===== src/rtl/lsu_pkg.sv =====
// Shared encodings for the load/store unit: access sizes, FSM states and
// the default memory-acknowledge timeout.
package lsu_pkg;

    localparam logic [1:0] SZ_BYTE = 2'b00;
    localparam logic [1:0] SZ_HALF = 2'b01;
    localparam logic [1:0] SZ_WORD = 2'b10;

    localparam int unsigned TIMEOUT_DEFAULT = 255;

    typedef enum logic [2:0] {
        S_IDLE,
        S_READ,
        S_WRITE,
        S_RMW_RD,
        S_RMW_WR,
        S_RESP
    } lsu_state_t;

endpackage


===== src/rtl/lsu_lane_align.sv =====
// Little-endian byte/half lane handling: extended load data and the merged
// word for sub-word stores, both derived from the same memory word.
module lsu_lane_align
    import lsu_pkg::*;
(
    input  logic [31:0] word_i,
    input  logic [1:0]  offset_i,
    input  logic [1:0]  size_i,
    input  logic        unsigned_i,
    input  logic [31:0] wdata_i,
    output logic [31:0] load_o,
    output logic [31:0] merged_o
);

    logic [7:0]  lane_b;
    logic [15:0] lane_h;
    logic        sext;

    always_comb begin
        lane_b   = word_i[{offset_i, 3'b000} +: 8];
        lane_h   = word_i[{offset_i[1], 4'b0000} +: 16];
        sext     = !unsigned_i;
        load_o   = word_i;
        merged_o = word_i;
        case (size_i)
            SZ_BYTE: begin
                load_o = {{24{sext & lane_b[7]}}, lane_b};
                merged_o[{offset_i, 3'b000} +: 8] = wdata_i[7:0];
            end
            SZ_HALF: begin
                load_o = {{16{sext & lane_h[15]}}, lane_h};
                merged_o[{offset_i[1], 4'b0000} +: 16] = wdata_i[15:0];
            end
            default: merged_o = wdata_i;
        endcase
    end

endmodule


===== src/rtl/load_store_unit.sv =====
// MEM-stage load/store initiator: alignment check, memory strobes with ack
// timeout, lane extraction on loads and read-modify-write for sub-word stores.
module load_store_unit
    import lsu_pkg::*;
#(
    parameter int unsigned ADDR_W  = 32,
    parameter int unsigned TIMEOUT = TIMEOUT_DEFAULT
) (
    input  logic              clk_i,
    input  logic              rst_n_i,
    input  logic              req_valid_i,
    output logic              req_ready_o,
    input  logic              req_write_i,
    input  logic [1:0]        req_size_i,
    input  logic              req_unsigned_i,
    input  logic [ADDR_W-1:0] req_addr_i,
    input  logic [31:0]       req_wdata_i,
    output logic              resp_valid_o,
    output logic [31:0]       resp_rdata_o,
    output logic              resp_err_o,
    output logic [ADDR_W-1:0] mem_addr_o,
    output logic [31:0]       mem_data_o,
    output logic              mem_read_o,
    output logic              mem_write_o,
    input  logic [31:0]       mem_data_i,
    input  logic              mem_ack_i
);

    lsu_state_t        state_q, state_d;
    logic [ADDR_W-1:0] addr_q;
    logic [1:0]        size_q;
    logic              unsigned_q;
    logic [31:0]       data_q;
    logic [31:0]       rdata_q;
    logic              err_q;
    logic              hold_q;
    logic [7:0]        cnt_q;
    logic              illegal;
    logic              mem_state;
    logic              timeout;
    logic [31:0]       load_data;
    logic [31:0]       merged;

    assign illegal   = (req_size_i == 2'b11)
                    || (req_size_i == SZ_HALF && req_addr_i[0])
                    || (req_size_i == SZ_WORD && req_addr_i[1:0] != 2'b00);
    assign mem_state = state_q inside {S_READ, S_WRITE, S_RMW_RD, S_RMW_WR};
    assign timeout   = mem_state && !mem_ack_i && (cnt_q == 8'(TIMEOUT - 1));

    lsu_lane_align u_align (
        .word_i     (mem_data_i),
        .offset_i   (addr_q[1:0]),
        .size_i     (size_q),
        .unsigned_i (unsigned_q),
        .wdata_i    (data_q),
        .load_o     (load_data),
        .merged_o   (merged)
    );

    always_ff @(posedge clk_i or negedge rst_n_i) begin
        if (!rst_n_i) state_q <= S_IDLE;
        else          state_q <= state_d;
    end

    always_comb begin
        state_d = state_q;
        case (state_q)
            S_IDLE: if (req_valid_i) begin
                if (illegal)             state_d = S_RESP;
                else if (!req_write_i)   state_d = S_READ;
                else if (req_size_i == SZ_WORD) state_d = S_WRITE;
                else                     state_d = S_RMW_RD;
            end
            S_READ, S_WRITE, S_RMW_WR: if (mem_ack_i || timeout) state_d = S_RESP;
            S_RMW_RD: begin
                if (mem_ack_i)    state_d = S_RMW_WR;
                else if (timeout) state_d = S_RESP;
            end
            S_RESP:  if (!hold_q) state_d = S_IDLE;
            default: state_d = S_IDLE;
        endcase
    end

    // Illegal requests spend one extra cycle in RESP (hold_q) so their
    // response latency matches a zero-wait memory access.
    always_ff @(posedge clk_i or negedge rst_n_i) begin
        if (!rst_n_i) begin
            addr_q     <= '0;
            size_q     <= '0;
            unsigned_q <= 1'b0;
            data_q     <= '0;
            rdata_q    <= '0;
            err_q      <= 1'b0;
            hold_q     <= 1'b0;
            cnt_q      <= '0;
        end else begin
            case (state_q)
                S_IDLE: if (req_valid_i) begin
                    addr_q     <= req_addr_i;
                    size_q     <= req_size_i;
                    unsigned_q <= req_unsigned_i;
                    data_q     <= req_wdata_i;
                    rdata_q    <= '0;
                    err_q      <= illegal;
                    hold_q     <= illegal;
                end
                S_READ: begin
                    if (mem_ack_i)    rdata_q <= load_data;
                    else if (timeout) err_q   <= 1'b1;
                end
                S_RMW_RD: begin
                    if (mem_ack_i)    data_q <= merged;
                    else if (timeout) err_q  <= 1'b1;
                end
                S_WRITE, S_RMW_WR: if (timeout) err_q <= 1'b1;
                S_RESP:  hold_q <= 1'b0;
                default: ;
            endcase
            if (state_d != state_q) cnt_q <= '0;
            else if (mem_state)     cnt_q <= cnt_q + 8'd1;
        end
    end

    always_comb begin
        req_ready_o  = (state_q == S_IDLE);
        resp_valid_o = (state_q == S_RESP) && !hold_q;
        resp_rdata_o = ((state_q == S_RESP) && !hold_q) ? rdata_q : '0;
        resp_err_o   = (state_q == S_RESP) && !hold_q && err_q;
        mem_read_o   = (state_q == S_READ)  || (state_q == S_RMW_RD);
        mem_write_o  = (state_q == S_WRITE) || (state_q == S_RMW_WR);
        mem_addr_o   = {addr_q[ADDR_W-1:2], 2'b00};
        mem_data_o   = ((state_q == S_WRITE) || (state_q == S_RMW_WR)) ? data_q : '0;
    end

endmodule


===== config.mk =====
export PLATFORM = sky130hd
export DESIGN_NAME = load_store_unit
export DESIGN_NICKNAME = d
export VERILOG_FILES = /design/src/rtl/lsu_pkg.sv /design/src/rtl/lsu_lane_align.sv /design/src/rtl/load_store_unit.sv
export SDC_FILE = /design/constraint.sdc
export NUM_CORES = 1
export LEC_CHECK = 0
export CAP_MARGIN = 10
export CORE_MARGIN = 4
export CORE_UTILIZATION = 52
export CTS_BUF_LIST = sky130_fd_sc_hd__clkbuf_4 sky130_fd_sc_hd__clkbuf_8
export DETAILED_ROUTE_END_ITERATION = 8
export PLACE_DENSITY = 0.92
export SLEW_MARGIN = 10
export SYNTH_ARGS = -nofsm -noshare
export SYNTH_HDL_FRONTEND = slang
export SYNTH_SLANG_ARGS = --single-unit

===== constraint.sdc =====
create_clock -name clk_i -period 3.4 [get_ports clk_i]
set_input_delay 0.68 -clock clk_i [delete_from_list [all_inputs] [get_ports clk_i]]
set_output_delay 0.68 -clock clk_i [all_outputs]
set_load 0.1 [all_outputs]

Word level (Yosys, flattened, before mapping)
Index checks and enable logic that the tools add are counted.
{"block": "classes", "shifts": 6, "mux": 28, "addsub": 3, "n_reduce_logical": 31, "bitwise_logic": 2, "eq_ne": 16}
{"operator": "case mux 32 bit (2 select lines)", "n": 4}
{"operator": "two-way mux 32 bit", "n": 6}
{"operator": "bitwise mux 32 bit", "n": 2}
{"operator": "variable shift 16 x 7 -> 32 bit (first input constant)", "n": 1}
{"operator": "variable shift 8 x 7 -> 32 bit (first input constant)", "n": 1}
{"operator": "indexed part select 16 x 7 -> 32 bit", "n": 1}
{"operator": "indexed part select 32 x 6 -> 16 bit", "n": 1}
{"operator": "indexed part select 32 x 6 -> 8 bit", "n": 1}
{"operator": "indexed part select 8 x 7 -> 32 bit", "n": 1}
{"operator": "two-way mux 3 bit", "n": 6}
{"operator": "two-way mux 8 bit", "n": 2}
{"operator": "negator 5 -> 7 bit", "n": 2}
{"operator": "case mux 3 bit (4 select lines)", "n": 1}
{"operator": "nonzero test 2 bit", "n": 5}
{"operator": "adder 8 x 1 -> 8 bit (second input constant)", "n": 1}
{"operator": "== test 8 bit (second input constant)", "n": 1}
{"operator": "inequality test 2 bit (second input constant)", "n": 4}
{"operator": "== test 3 x 2 -> 1 bit (second input constant)", "n": 2}
{"operator": "== test 3 bit (second input constant)", "n": 2}
{"operator": "logical AND 1 bit", "n": 6}
{"operator": "AND reduction 3 bit", "n": 2}
{"operator": "logical OR 1 bit", "n": 5}
{"operator": "== test 2 x 1 -> 1 bit (second input constant)", "n": 2}
{"operator": "== test 2 bit (second input constant)", "n": 2}
{"operator": "17 further kinds", "n": 25}
{"block": "word_totals", "in_bits": 104, "reg_bits": 112, "elab_cells": 95, "out_inout_bits": 101}

Logic depth before layout (Yosys ltp)
{"block": "logic_depth", "word_depth": 9, "depth_mapped": 7, "mapped_depth_nobuf": 6}

Cells and area by module
From an unflattened synthesis, not the netlist that was laid out.
{"block": "hier_totals", "hier_cells": 877, "area_unflattened_um2": 7489.7}
{"module": "load_store_unit", "instances": 1, "seq_area_each_um2": 2802.7, "area_per_inst_um2": 5514.0, "cells_each": 621}
{"module": "lsu_lane_align", "instances": 1, "seq_area_each_um2": 0.0, "area_per_inst_um2": 1975.6, "cells_each": 256}

Worst setup path after synthesis
OpenSTA, ideal clock, no wires.
{"block": "synth_path", "path_kind": "register to output", "start": "reg state_q[2]", "end": "out mem_data_o[22]", "slack_ns": -0.282, "path_buffers": 3, "path_stages_with_launch": 7, "required_time_ns": 2.720, "arrival_time_ns": 3.002, "path_cell_list": "dfrtp_1 > buf_6 > buf_2 > nand2b_1 > a21oi_1 > clkbuf_1 > and2_1"}
{"block": "synth_via", "elab_chain_cells": 3, "word_cells_on_any_way": 4, "cone_classes": "eq/ne (2); mux (1); reduce/logical (1)"}
{"element": "start: declaration", "line_no": "load_store_unit.sv:29", "rtl": "lsu_state_t state_q, state_d;"}
{"element": "start signal: assignment", "line_no": "load_store_unit.sv:62", "rtl": "else state_q <= state_d;"}
{"element": "== test 3 x 2 -> 1 bit or == test 3 bit (tied branches)"}
{"element": "logical OR 1 bit *"}
{"element": "named net mem_write_o", "line_no": "load_store_unit.sv:24", "rtl": "output logic mem_write_o,"}
{"element": "two-way mux 32 bit *", "line_no": "load_store_unit.sv:132", "rtl": "mem_data_o = ((state_q == S_WRITE) || (state_q == S_RMW_WR)) ? data_q : '0;"}
{"element": "end: declaration", "line_no": "load_store_unit.sv:22", "rtl": "output logic [31:0] mem_data_o,"}
The timed path passes the listed nets; every way through them passes the cells marked *.

Worst setup path after layout
{"block": "layout_path", "start": "reg state_q[2]", "end": "out resp_rdata_o[13]"}
{"block": "layout_via", "elab_chain_cells": 3}
{"element": "== test 3 bit", "line_no": "load_store_unit.sv:127", "rtl": "resp_rdata_o = ((state_q == S_RESP) && !hold_q) ? rdata_q : '0;"}
{"element": "logical AND 1 bit", "line_no": "load_store_unit.sv:127"}
{"element": "two-way mux 32 bit", "line_no": "load_store_unit.sv:127"}
{"element": "end: declaration", "line_no": "load_store_unit.sv:19", "rtl": "output logic [31:0] resp_rdata_o,"}
Every way passes these cells.

==> impl_metrics.ini <==
[final_layout]
design_area_mm2 = 0.00925
nets = 947
instances_no_fill = 1008
synthToLayoutAreaGrowth_pct = 42.2
drive_above_1_share = 0.171
num_antenna_cells = 0

[critical_path]
crit_path_start = state_q[2]
regToRegSetupSlack_ps = 610
arrival_ps = 2320
crit_required_ps = 2720
critPathBufInv = 2
path_delay_family = flip-flops
reg2reg_depth = 6
endpoint_kind = output pin
cp_cell_sequence = nor2b_1 > nand2_1 > nor2_1 > buf_4 > and2_1 > buf_12
r2r-start = addr_q[1]
crit_path_start_kind = flop
crit_end = resp_rdata_o[13]
crit_slowest_cell = dfrtp_1
timing.rr.end = data_q[30]
critPathMaxFanout = 34
cp.depth = 6
worstSetupPathType = flop to output pin
crit_path_max_incr_delay_ps = 740

[clocking]
postCtsHoldBufs = 0
cts_tree = done
htree_num_levels = 3
cts_setup_buffers = 0
root_buffer = clkbuf_8
path_clk_slew_ps = 110
clkLatencyLatePin_ps = 370
clock_path_buffers = 2
ctsResizeCount = 0
cts_buffers = 9
cts.sinks = 112

[global_route]
first_global_vias = 6176
grt_overflow = 0
antenna_found_initial = 0
gr-usage-all-layers = 0.294
grt_max_degree = 63
grt_pass1_wl_mm = 33.5

[sta]
setup_tns_ps = 0
setup_violations = 0
skew_ps = 12.3
fmaxAchievable_mhz = 333
final-hold-violation-count = 0
min_period_ps = 3000
hold_slack_ps = 373
period_share = 0.882
final_max_slew_viol_count = 0
relSlewSlack = 0.328
worst_slew_pin_slew_ps = 1000
grt_setup_unrepaired = no

[die]
coreArea_mm2 = 0.0121
initial_utilization = 0.537
ios = 205
dieArea_mm2 = 0.0144
rows = 40
die_y_um = 120
die_w_um = 120

[routing]
totalWireLength_mm = 21.2
drc = 0
first_iter_violations = 594
vias = 6115
drtPass1Iterations = 7
drtAntennaViolNets = 0
avgViaCountPerCell = 6.07
wire_per_inst_um = 21.1

[place]
port_buffers = 202
dpl-instance-area_mm2 = 0.00903
dp.cells = 993
place_hpwl_mm = 16.3
gp_congestion = 0.940

[yosys]
synth_top_area_share = 0.431
ys_seq_area_frac = 0.431
ys_types = 72
syn_inst = 688
synth_top_area_cell = dfrtp_1
ys_seq_elements = 112
avgSynthCellArea_um2 = 9.45
synth_edf_count = 0
yosysWarnings = 0
ys.flop_type = dfrtp_1
ys_async_sr_fraction = 1.00
synth.area.top_cells = dfrtp_1, nand2_1, and2_1
netlist_area_mm2 = 0.00650

[pwr]
leakagePower_nw = 4.12
powerDensity_mw_per_mm2 = 1040
peakVddDrop_mv = 0.911

[run_status]
status = finished clean

[flow_run]
maxCapViolCount = 0

[worst_hold_path]
min_path_type = input port to asynchronous set/reset pin
## cells by family after synthesis
| family | count (synthesis) | share of synthesized area |
|---|---|---|
| buffers and inverters | 100 | 0.0835 |
| AND/OR/NAND/NOR | 282 | 0.223 |
| adder cells (fa/ha/maj) | 7 | 0.0135 |
| XOR/XNOR | 4 | 0.00539 |
| AO/OA/AOI/OAI | 164 | 0.206 |
| multiplexers | 18 | 0.0373 |
| flip-flops | 112 | 0.431 |
| other | 1 | 0.000576 |
## cells in the mapped netlist (9+ instances only)
cell type / instances
inv_1: 22
dfrtp_1: 112
and2_1: 67
buf_4: 34
a21oi_1: 17
clkbuf_1: 25
a221oi_1: 31
nor2_1: 23
nand2_1: 140
a221o_1: 17
o21ai_0: 15
buf_2: 14
o21ai_1: 9
o31ai_1: 16
## per-layer routing
layer  GRT usage  up-vias  wire length [µm]
met5           0        -                 0
met4       0.105        0               720
met3      0.0594       64              1800
met2       0.525      385             10700
met1       0.352     2956              7970
li1            -     2710                 -
## sequential cells by signal, indices dropped and copies added, names as in the netlist
| signal | count |
|---|---|
| data_q | 32 |
| unsigned_q | 1 |
| addr_q | 32 |
| err_q | 1 |
| state_q | 3 |
| rdata_q | 32 |
| size_q | 2 |
| cnt_q | 8 |
| hold_q | 1 |
## through the flow
step	worst slack [ps]	utilization	power, mW
after floorplan	189	-	7.04
after global placement	514	0.746	8.51
after detailed placement	385	0.746	8.73
after CTS	406	0.764	9.61
after global routing	233	0.764	10.0
final	401	0.764	9.61
## where the power goes
| group | switching [mW] | total [mW] | internal, mW |
|---|---|---|---|
| Clock | 0.465 | 0.883 | 0.418 |
| Combinational | 4.28 | 6.23 | 1.95 |
| Sequential | 0.597 | 2.50 | 1.90 |
## worst register-to-register path, stage by stage (launching register included)
cell      delay (ps)
dfrtp_1          820
inv_1            270
ha_1             390
nand2b_1         190
nor4_4           410
a221oi_1         220
o31ai_1          390
## area by class of cell
cell class	count	area, µm²
tap	168	210
multi-input combinational	477	3180
sequential	112	2800
clock buffer	9	124
timing repair buffer	213	2760
inverter	23	86.3
fill	806	2860
clock inverter	6	93.8
## placed cells by master, fill, tap and decap left out, drive strengths merged, types with 21 or more instances in the layout
master / netlist / routed
dfrtp: 112 / 112
nor2: 23 / 23
inv: 23 / 24
buf: 52 / 90
and2: 67 / 67
a21oi: 21 / 21
clkdlybuf4s50: 0 / 123
a221oi: 32 / 32
nand2: 141 / 141
o21ai: 25 / 25
## how the worst min path moves through the flow
| stage | start | endpoint | slack, ps | cells after the start |
|---|---|---|---|---|
| after global routing | rst_n_i | rdata_q[19] | 430 | 1 |
| final | rst_n_i | rdata_q[23] | 370 | 1 |
| after floorplan | rst_n_i | addr_q[0] | 380 | 0 |
| after detailed placement | data_q[18] | data_q[18] | 460 | 2 |
| after global placement | data_q[24] | data_q[24] | 450 | 2 |
| after CTS | rst_n_i | rdata_q[30] | 400 | 1 |
Power figures use the tool's default switching activity.
